--- config.mk ---
export PLATFORM = sky130hd
export DESIGN_NAME = fifo_arb
export DESIGN_NICKNAME = d
export VERILOG_FILES = /design/src/rtl/fifo_arb_pkg.sv /design/src/rtl/fifo_arb_fifo.sv /design/src/rtl/fifo_arb.sv
export SDC_FILE = /design/constraint.sdc
export NUM_CORES = 1
export LEC_CHECK = 0
export CAP_MARGIN = 20
export CORE_MARGIN = 4
export CORE_UTILIZATION = 51
export DETAILED_ROUTE_END_ITERATION = 10
export GPL_TIMING_DRIVEN = 0
export PLACE_DENSITY = 0.75
export SYNTH_ARGS = -nofsm -noshare
export SYNTH_HDL_FRONTEND = slang
export SYNTH_SLANG_ARGS = --single-unit
--- constraint.sdc ---
create_clock -name clk -period 2.55 [get_ports clk]
set_input_delay 0.255 -clock clk [delete_from_list [all_inputs] [get_ports clk]]
set_output_delay 0.255 -clock clk [all_outputs]
set_load 0.01 [all_outputs]
--- src/rtl/fifo_arb_pkg.sv ---
// fifo_arb_pkg: shared types and default sizing for the fifo_arb slice.
//   rd_state_e      : read-side sequencer states (IDLE / VALID / SETTLE)
//   *_DEF constants : default data width, depth and pointer width
package fifo_arb_pkg;

  localparam int FIFO_WIDTH_DEF   = 8;
  localparam int FIFO_DEPTH_DEF   = 8;
  localparam int POINTER_BITS_DEF = 3;

  typedef enum logic [1:0] {
    S_IDLE   = 2'd0,
    S_VALID  = 2'd1,
    S_SETTLE = 2'd2
  } rd_state_e;

endpackage

--- src/rtl/fifo_arb_fifo.sv ---
// fifo: single-clock synchronous FIFO with a registered read-data output.
//   clk      in   clock, rising edge
//   rst      in   synchronous active-high reset (pointers, count, output)
//   wr       in   push data_in (ignored when full)
//   rd       in   pop head (ignored when empty)
//   data_in  in   write data
//   data_out out  registered copy of the head entry
//   full     out  count == FIFO_DEPTH
//   empty    out  count == 0
module fifo
  import fifo_arb_pkg::*;
#(
  parameter int FIFO_WIDTH   = FIFO_WIDTH_DEF,
  parameter int FIFO_DEPTH   = FIFO_DEPTH_DEF,
  parameter int POINTER_BITS = POINTER_BITS_DEF
) (
  input  logic                  clk,
  input  logic                  rst,
  input  logic                  wr,
  input  logic                  rd,
  input  logic [FIFO_WIDTH-1:0] data_in,
  output logic [FIFO_WIDTH-1:0] data_out,
  output logic                  full,
  output logic                  empty
);

  localparam logic [POINTER_BITS:0] COUNT_FULL = (POINTER_BITS+1)'(FIFO_DEPTH);

  logic [FIFO_WIDTH-1:0]   mem_q [FIFO_DEPTH];
  logic [POINTER_BITS-1:0] wr_ptr_q;
  logic [POINTER_BITS-1:0] rd_ptr_q;
  logic [POINTER_BITS:0]   count_q;
  logic [FIFO_WIDTH-1:0]   dout_q;
  logic                    wr_ok;
  logic                    rd_ok;

  assign full     = (count_q == COUNT_FULL);
  assign empty    = (count_q == '0);
  assign wr_ok    = wr && !full;
  assign rd_ok    = rd && !empty;
  assign data_out = dout_q;

  // Storage has no reset; entries are only read once written.
  always_ff @(posedge clk) begin
    if (wr_ok) begin
      mem_q[wr_ptr_q] <= data_in;
    end
  end

  always_ff @(posedge clk) begin
    if (rst) begin
      wr_ptr_q <= '0;
      rd_ptr_q <= '0;
      count_q  <= '0;
      dout_q   <= '0;
    end else begin
      if (wr_ok) begin
        wr_ptr_q <= wr_ptr_q + 1'b1;
      end
      if (rd_ok) begin
        rd_ptr_q <= rd_ptr_q + 1'b1;
      end
      case ({wr_ok, rd_ok})
        2'b10:   count_q <= count_q + 1'b1;
        2'b01:   count_q <= count_q - 1'b1;
        default: count_q <= count_q;
      endcase
      // Output tracks the current head whenever one exists, so it is stable
      // while the head is held and refreshes one cycle after a pop.
      if (!empty) begin
        dout_q <= mem_q[rd_ptr_q];
      end
    end
  end

endmodule

--- src/rtl/fifo_arb.sv ---
// fifo_arb: two-requester write arbiter and valid/ready read sequencer
// around one fifo instance.
//   clk, rst          clock; synchronous active-high reset
//   flush             synchronous discard of all FIFO contents
//   req0/data0/gnt0   requester 0 write port (gnt = word accepted this cycle)
//   req1/data1/gnt1   requester 1 write port
//   m_valid/m_ready   consumer handshake; m_data is the FIFO head
//   full, empty       internal FIFO status for the current cycle
// Build option FIFO_ARB_FIXED_PRIO_EN: requester 0 always wins ties and the
// round-robin 'last' register is dropped. Undefined: round-robin.
module fifo_arb
  import fifo_arb_pkg::*;
#(
  parameter int FIFO_WIDTH   = FIFO_WIDTH_DEF,
  parameter int FIFO_DEPTH   = FIFO_DEPTH_DEF,
  parameter int POINTER_BITS = POINTER_BITS_DEF
) (
  input  logic                  clk,
  input  logic                  rst,
  input  logic                  flush,
  input  logic                  req0,
  input  logic [FIFO_WIDTH-1:0] data0,
  output logic                  gnt0,
  input  logic                  req1,
  input  logic [FIFO_WIDTH-1:0] data1,
  output logic                  gnt1,
  output logic                  m_valid,
  input  logic                  m_ready,
  output logic [FIFO_WIDTH-1:0] m_data,
  output logic                  full,
  output logic                  empty
);

  logic                  fifo_rst;
  logic                  fifo_wr;
  logic                  fifo_rd;
  logic [FIFO_WIDTH-1:0] fifo_din;
  logic [FIFO_WIDTH-1:0] fifo_dout;
  logic                  can_wr;
  rd_state_e             state_q;
  rd_state_e             state_d;

  assign fifo_rst = rst || flush;
  assign can_wr   = !(rst || flush || full);

  fifo #(
    .FIFO_WIDTH  (FIFO_WIDTH),
    .FIFO_DEPTH  (FIFO_DEPTH),
    .POINTER_BITS(POINTER_BITS)
  ) u_fifo (
    .clk     (clk),
    .rst     (fifo_rst),
    .wr      (fifo_wr),
    .rd      (fifo_rd),
    .data_in (fifo_din),
    .data_out(fifo_dout),
    .full    (full),
    .empty   (empty)
  );

  // ---------------- write arbitration ----------------
`ifdef FIFO_ARB_FIXED_PRIO_EN
  always_comb begin
    gnt0 = can_wr && req0;
    gnt1 = can_wr && req1 && !req0;
  end
`else
  // last_q = 1 means requester 1 was granted most recently, so 0 wins a tie.
  logic last_q;
  logic last_d;

  always_comb begin
    gnt0   = can_wr && req0 && (!req1 || last_q);
    gnt1   = can_wr && req1 && (!req0 || !last_q);
    last_d = last_q;
    if (gnt0) begin
      last_d = 1'b0;
    end else if (gnt1) begin
      last_d = 1'b1;
    end
  end

  always_ff @(posedge clk) begin
    if (rst || flush) begin
      last_q <= 1'b1;
    end else begin
      last_q <= last_d;
    end
  end
`endif

  assign fifo_wr  = gnt0 || gnt1;
  assign fifo_din = gnt1 ? data1 : data0;

  // ---------------- read sequencer ----------------
  always_ff @(posedge clk) begin
    if (rst || flush) begin
      state_q <= S_IDLE;
    end else begin
      state_q <= state_d;
    end
  end

  // SETTLE is the bubble that lets the FIFO's registered output catch up
  // with the head after a pop, so m_data is never stale while m_valid=1.
  always_comb begin
    state_d = state_q;
    m_valid = 1'b0;
    fifo_rd = 1'b0;
    case (state_q)
      S_IDLE: begin
        if (!empty) begin
          state_d = S_VALID;
        end
      end
      S_VALID: begin
        m_valid = 1'b1;
        if (m_ready) begin
          fifo_rd = 1'b1;
          state_d = S_SETTLE;
        end
      end
      S_SETTLE: begin
        state_d = empty ? S_IDLE : S_VALID;
      end
      default: state_d = S_IDLE;
    endcase
  end

  assign m_data = fifo_dout;

endmodule

Word level (Yosys, flattened, before mapping)
Memories as Yosys holds them, arrays and structs flattened. A register that Yosys moved wholly into a read port is not among the register bits.
Index checks and enable logic that the tools add are counted.
Widths: inputs -> output; s select.
{ "word_totals": {"latchBits": 0, "ramBits": 64, "memories": 1, "output_inout_bits": 13, "word_cells": 53, "input_bits": 22, "rom_bits": 0, "regBits": 13} }
{ "classes": {"n_shift": 0, "magnitude_cmp": 0, "eq_ne": 7, "reduce_logical": 23, "mux": 13, "mul": 0, "div": 0, "n_bitwise": 0, "add_sub_neg": 4} }
{ "memory_table": {"columns": ["memory", "words", "word_bits", "rd", "rd_ports_with_merged_regs", "wr", "line", "rtl"], "rows": [
  ["u_fifo.mem_q", 8, 8, 1, 1, 1, "fifo_arb_fifo.sv:29", "logic [FIFO_WIDTH-1:0] mem_q [FIFO_DEPTH];"]
]} }
{ "ops": {"columns": ["operator", "count"], "rows": [
  ["$mux 1", 8],
  ["$mux 8", 1],
  ["$pmux 4 s2", 1],
  ["$logic_not 1->1", 7],
  ["$add 3x1->3 const B", 2],
  ["$logic_and 1x1->1", 6],
  ["$pmux 2 s3", 1],
  ["$logic_or 1x1->1", 5],
  ["$add 4x1->4 const B", 1],
  ["$eq 2x1->1 const B", 2],
  ["$eq 2x2->1 const B", 2],
  ["$eq 4x4->1 const B", 1],
  ["$logic_not 4->1", 1],
  ["$mux 2", 2],
  ["$ne 2x2->1 const B", 2],
  ["$reduce_bool 2->1", 2],
  ["$sub 4x1->4 const B", 1],
  ["$logic_not 2->1", 1],
  ["$reduce_and 2->1", 1]
]} }

Longest topological paths before layout
{ "depth": {"ltp_word": 9, "depth_mapped": 11, "depth_no_buf": 10} }

Hierarchy
Synthesis repeated with hierarchy kept, for this count alone.
{ "hier_totals": {"hier_cells": 232, "area_unflattened_um2": 3594.7} }
{ "modules_own_cells": {"columns": ["module", "seq_area_each_um2", "instances", "area_each_um2", "cells_each"], "rows": [
  ["fifo", 2282.2, 1, 3320.7, 203],
  ["fifo_arb", 60.1, 1, 274.0, 29]
]} }

Least setup slack after synthesis
No wires, ideal clock.
{ "synth_timing": {"path_kind": "flip-flop to flip-flop", "startpoint": "reg u_fifo.count_q[0]", "endpoint": "reg u_fifo.count_q[2]", "arrival_ps": 2371, "path_slack_ps": 109, "required_time_ps": 2480, "path_buffers": 1, "path_stages_with_launch": 12, "period_less_slack_ps": 2441, "setup_ps": 70, "path_cell_list": "dfxtp_1 > or4_4 > buf_6 > inv_8 > nor2_4 > ha_1 > xor2_1 > ha_1 > a21oi_1 > xor2_1 > or3_1 > a21oi_1"} }
{ "synth_lines": {"columns": ["item", "line", "rtl"], "rows": [
  ["from (decl)", "fifo_arb_fifo.sv:32", "logic [POINTER_BITS:0] count_q;"],
  ["from (signal assigned)", "fifo_arb_fifo.sv:64", "2'b10: count_q <= count_q + 1'b1;"],
  ["from (signal assigned)", "fifo_arb_fifo.sv:65", "2'b01: count_q <= count_q - 1'b1;"],
  ["from (signal assigned)", "fifo_arb_fifo.sv:66", "default: count_q <= count_q;"],
  ["$logic_not 4->1 *", "fifo_arb_fifo.sv:38", "assign empty = (count_q == '0);"],
  ["via empty", "fifo_arb.sv:31", "output logic empty"],
  ["$logic_not 1->1 *", "fifo_arb_fifo.sv:40", "assign rd_ok = rd && !empty;"],
  ["$logic_and 1x1->1 *", "fifo_arb_fifo.sv:40", null],
  ["via u_fifo.rd_ok", "fifo_arb_fifo.sv:35", "logic rd_ok;"],
  ["$eq 2x1->1 / $eq 2x2->1 (equally long branches)", "fifo_arb_fifo.sv:63", "case ({wr_ok, rd_ok})"],
  ["$pmux 4 s2 / $reduce_bool 2->1 (equally long branches)", null, null]
]} }
The timed path passes the listed nets; every way through them passes the cells marked *.
A chain may end at the register's enable or synchronous reset.

Worst setup path in the final report
{ "layout_timing": {"startpoint": "reg u_fifo.count_q[0]", "endpoint": "reg u_fifo.count_q[2]"} }
{ "layout_lines": {"columns": ["item", "line"], "rows": [
  ["$logic_not 4->1 *", "fifo_arb_fifo.sv:38"],
  ["$logic_not 1->1 *", "fifo_arb_fifo.sv:40"],
  ["$logic_and 1x1->1 *", "fifo_arb_fifo.sv:40"],
  ["via u_fifo.rd_ok", "fifo_arb_fifo.sv:35"],
  ["$eq 2x1->1 / $eq 2x2->1 (equally long branches)", "fifo_arb_fifo.sv:63"],
  ["$pmux 4 s2 / $reduce_bool 2->1 (equally long branches)", null]
]} }
Marked as above.

==> metrics.cfg <==
[timing]
fin_crit_ps=2450
fin_worst_skew_ps=10.3
period_share_pct=96.0
fmax_ghz=0.409
hold_violations=0
slew_headroom_pct=45.3
setup_ws_ps=103
tns_ps=0
setup_viol_count_final=0
finalMaxSlewViolations=0
tightest_slew_ps=817

[power_and_ir_drop]
max-vdd-ir-drop_mv=0.457
p_per_area_mw_per_mm2=622
cellLeakagePower_nw=1.38

[global_routing]
grt.total_usage_pct=16.4
grt_overflow=0
grt_max_degree=17
first_global_vias=1967
grt_pass1_wl_um=10100
antenna_found_initial=0

[die]
die_w_um=90.9
fp.dieH_um=90.9
dieArea_mm2=0.00827
pin_count=35
start_util_pct=54.0
rows=29
core_area_mm2=0.00649

[setup_path]
endpoint_kind=register
cpMostUsedCell=xor2_1
critPathSlowestCell=or4_4
critPathArrivalTime_ps=2740
worstSetupPathType=register to register
worstPathMaxFanout=10
path_cells=or4_4, buf_6, inv_8, nor2_4, ha_4, xor2_1, ha_1, a21oi_2, xor2_1, or3_1, a21oi_1
cp.required_ps=2850
start_kind=register
slowest_delay_ps=530

[yosys]
synth_nets=250
async_flop_share_pct=0
avgSynthCellArea_um2=15.7
syn_inst=223
yosysSeqAreaShare_pct=66.8
yosys.area.top_type=edfxtp_1
synth_ff_type=edfxtp_1
synth-edff-count=64
synth.distinct_cells=39
synth_top_area_share_pct=54.8
ys_ff_latch=85
syn_area_mm2=0.00351
synth-warning-count=0
synthTopCellsByArea=edfxtp_1 (55%), dfxtp_1 (12%), mux4_2 (10%)

[clock_network]
cts_setup_buffers=0
cts_inserted_buffers=9
cts_hold_buffers=0
cts_max_level=3
cts-root-buf=clkbuf_8
cts_max_path_buffers=2
cts_tree=done
cts.sinks=85
clk_pin_slew_ps=90
insertion_delay_ps=360

[layout]
fillers=468
final_layout_size_suffix_gt1_share_pct=21.1
final_nets=297
multi_input_area_mm2=0.00112
regArea_mm2=0.00235
final_util_pct=64.6
antenna_cells=0
syn2layout_area_growth_pct=19.6

[run]
maxCapViolations=0

[routing]
first_pass_iters=4
vias=1967
post-route-drc-count=0
wl_per_cell_um=17.6
routed_via_density=5.59
final_antenna_net_count=0
routed_wirelength_um=6190
first_iter_violations=146

[placement]
place_congestion=0.706
post-place-ws_ps=-362
hpwl_um=4230
portBuffers=34

[outcome]
status=finished, final reports clean

[worst_hold_path]
min_path_type=register to register

## metrics by stage
| stage | cell area [µm²] | std cells | total power [mW] | hold WS (ps) |
|---|---|---|---|---|
| after CTS | 4170 | 352 | 2.63 | 520 |
| final | 4200 | 352 | 2.61 | 514 |
| after floorplan | 3510 | 223 | 1.60 | 391 |
| after detailed placement | 3960 | 336 | 1.67 | 495 |
| after global placement | 3940 | 334 | 1.66 | 493 |
| after global routing | 4200 | 352 | 2.71 | 545 |
## cell type report
cell class | count | area share (%)
inverters | 5 | 0.626
well taps | 77 | 2.30
flip-flops and latches | 85 | 55.9
repair buffers | 36 | 8.47
multi-input cells | 125 | 26.6
plain buffers | 8 | 1.16
clock buffers | 9 | 2.95
clock inverters | 7 | 1.94
## path summary, 6_finish.rpt
| kind | startpoint | endpoint | slack [ps] | cells after the start |
|---|---|---|---|---|
| hold / removal | u_fifo.data_out[4] | u_fifo.data_out[4] | 510 | 2 |
| hold reg to reg | u_fifo.data_out[4] | u_fifo.data_out[4] | 510 | 2 |
| setup / recovery | u_fifo.count_q[0] | u_fifo.count_q[2] | 100 | 11 |
| setup reg to reg | u_fifo.count_q[0] | u_fifo.count_q[2] | 100 | 11 |
## layer usage
metal,up-vias,routed length (µm),track usage (%)
li1,944,-,-
met1,953,2850,22.2
met2,60,2870,24.8
met3,10,319,4.00
met4,0,146,8.29
met5,-,0,0
## cell usage after synthesis, types with 2 or more instances
cell and count:
nand2_1 6, a21oi_1 6, inv_1 4, dfxtp_1 21
or3_1 2, buf_2 3, nand3b_1 2, o21ai_1 2
nor2_1 27, o21ai_0 10, edfxtp_1 64, xor2_1 3
clkbuf_1 3, buf_6 2, nand2b_1 7, mux2_1 4
nor3_1 3, mux4_2 16, ha_1 5, mux2_2 4
xnor2_1 4, o22ai_1 8
## power breakdown
part | internal (mW) | switching [mW] | leakage, nW | total, mW
Clock | 0.468 | 0.504 | 0.106 | 0.972
Sequential | 1.50 | 0.00787 | 0.748 | 1.51
Combinational | 0.0636 | 0.0643 | 0.526 | 0.128
## critical path, delay by kind of cell, from the launching register on
kind / cells / cell delay, ps
AND/OR/NAND/NOR: 3 / 890
AO/OA/AOI/OAI: 2 / 260
adder cells (fa/ha/maj): 2 / 390
flip-flops: 1 / 380
XOR/XNOR: 2 / 230
buffers and inverters: 2 / 240
## repair_timing
action	in CTS	in global routing
gates cloned	0	0
setup endpoints to repair	1	2
hold endpoints to repair	0	0
gates resized for setup	3	5
## layout by cell type, fill, tap and decap left out, types with 3 or more instances in the layout
cell type / synthesis / routed
edfxtp_1: 64 / 64
clkdlybuf4s50_1: 0 / 34
nor2_1: 27 / 27
dfxtp_1: 21 / 19
mux4_2: 16 / 16
o21ai_0: 10 / 10
clkbuf_8: 0 / 9
o22ai_1: 8 / 8
nand2b_1: 7 / 7
nand2_1: 6 / 6
a21oi_1: 6 / 5
inv_1: 4 / 4
mux2_1: 4 / 4
mux2_2: 4 / 4
xnor2_1: 4 / 4
ha_1: 5 / 4
clkbuf_1: 3 / 3
xor2_1: 3 / 3
buf_2: 3 / 3
## registers in the layout, indices dropped and copies added (netlist names)
| name | cells |
|---|---|
| u_fifo.wr_ptr_q | 3 |
| u_fifo.data_out | 8 |
| u_fifo.count_q | 4 |
| u_fifo.mem_q | 64 |
| u_fifo.rd_ptr_q | 3 |
| state_q | 2 |
| last_q | 1 |
## logic make-up after synthesis
logic type      Yosys count  share of synthesized area (%)
xor+xnor                  7                           1.75
buf+inv                  13                           2.14
flops                    85                           66.8
mux                      25                           13.1
compound gates           29                           4.75
simple gates             59                           9.67
fa+ha+maj                 5                           1.78
(Power assumes the default switching activity.)
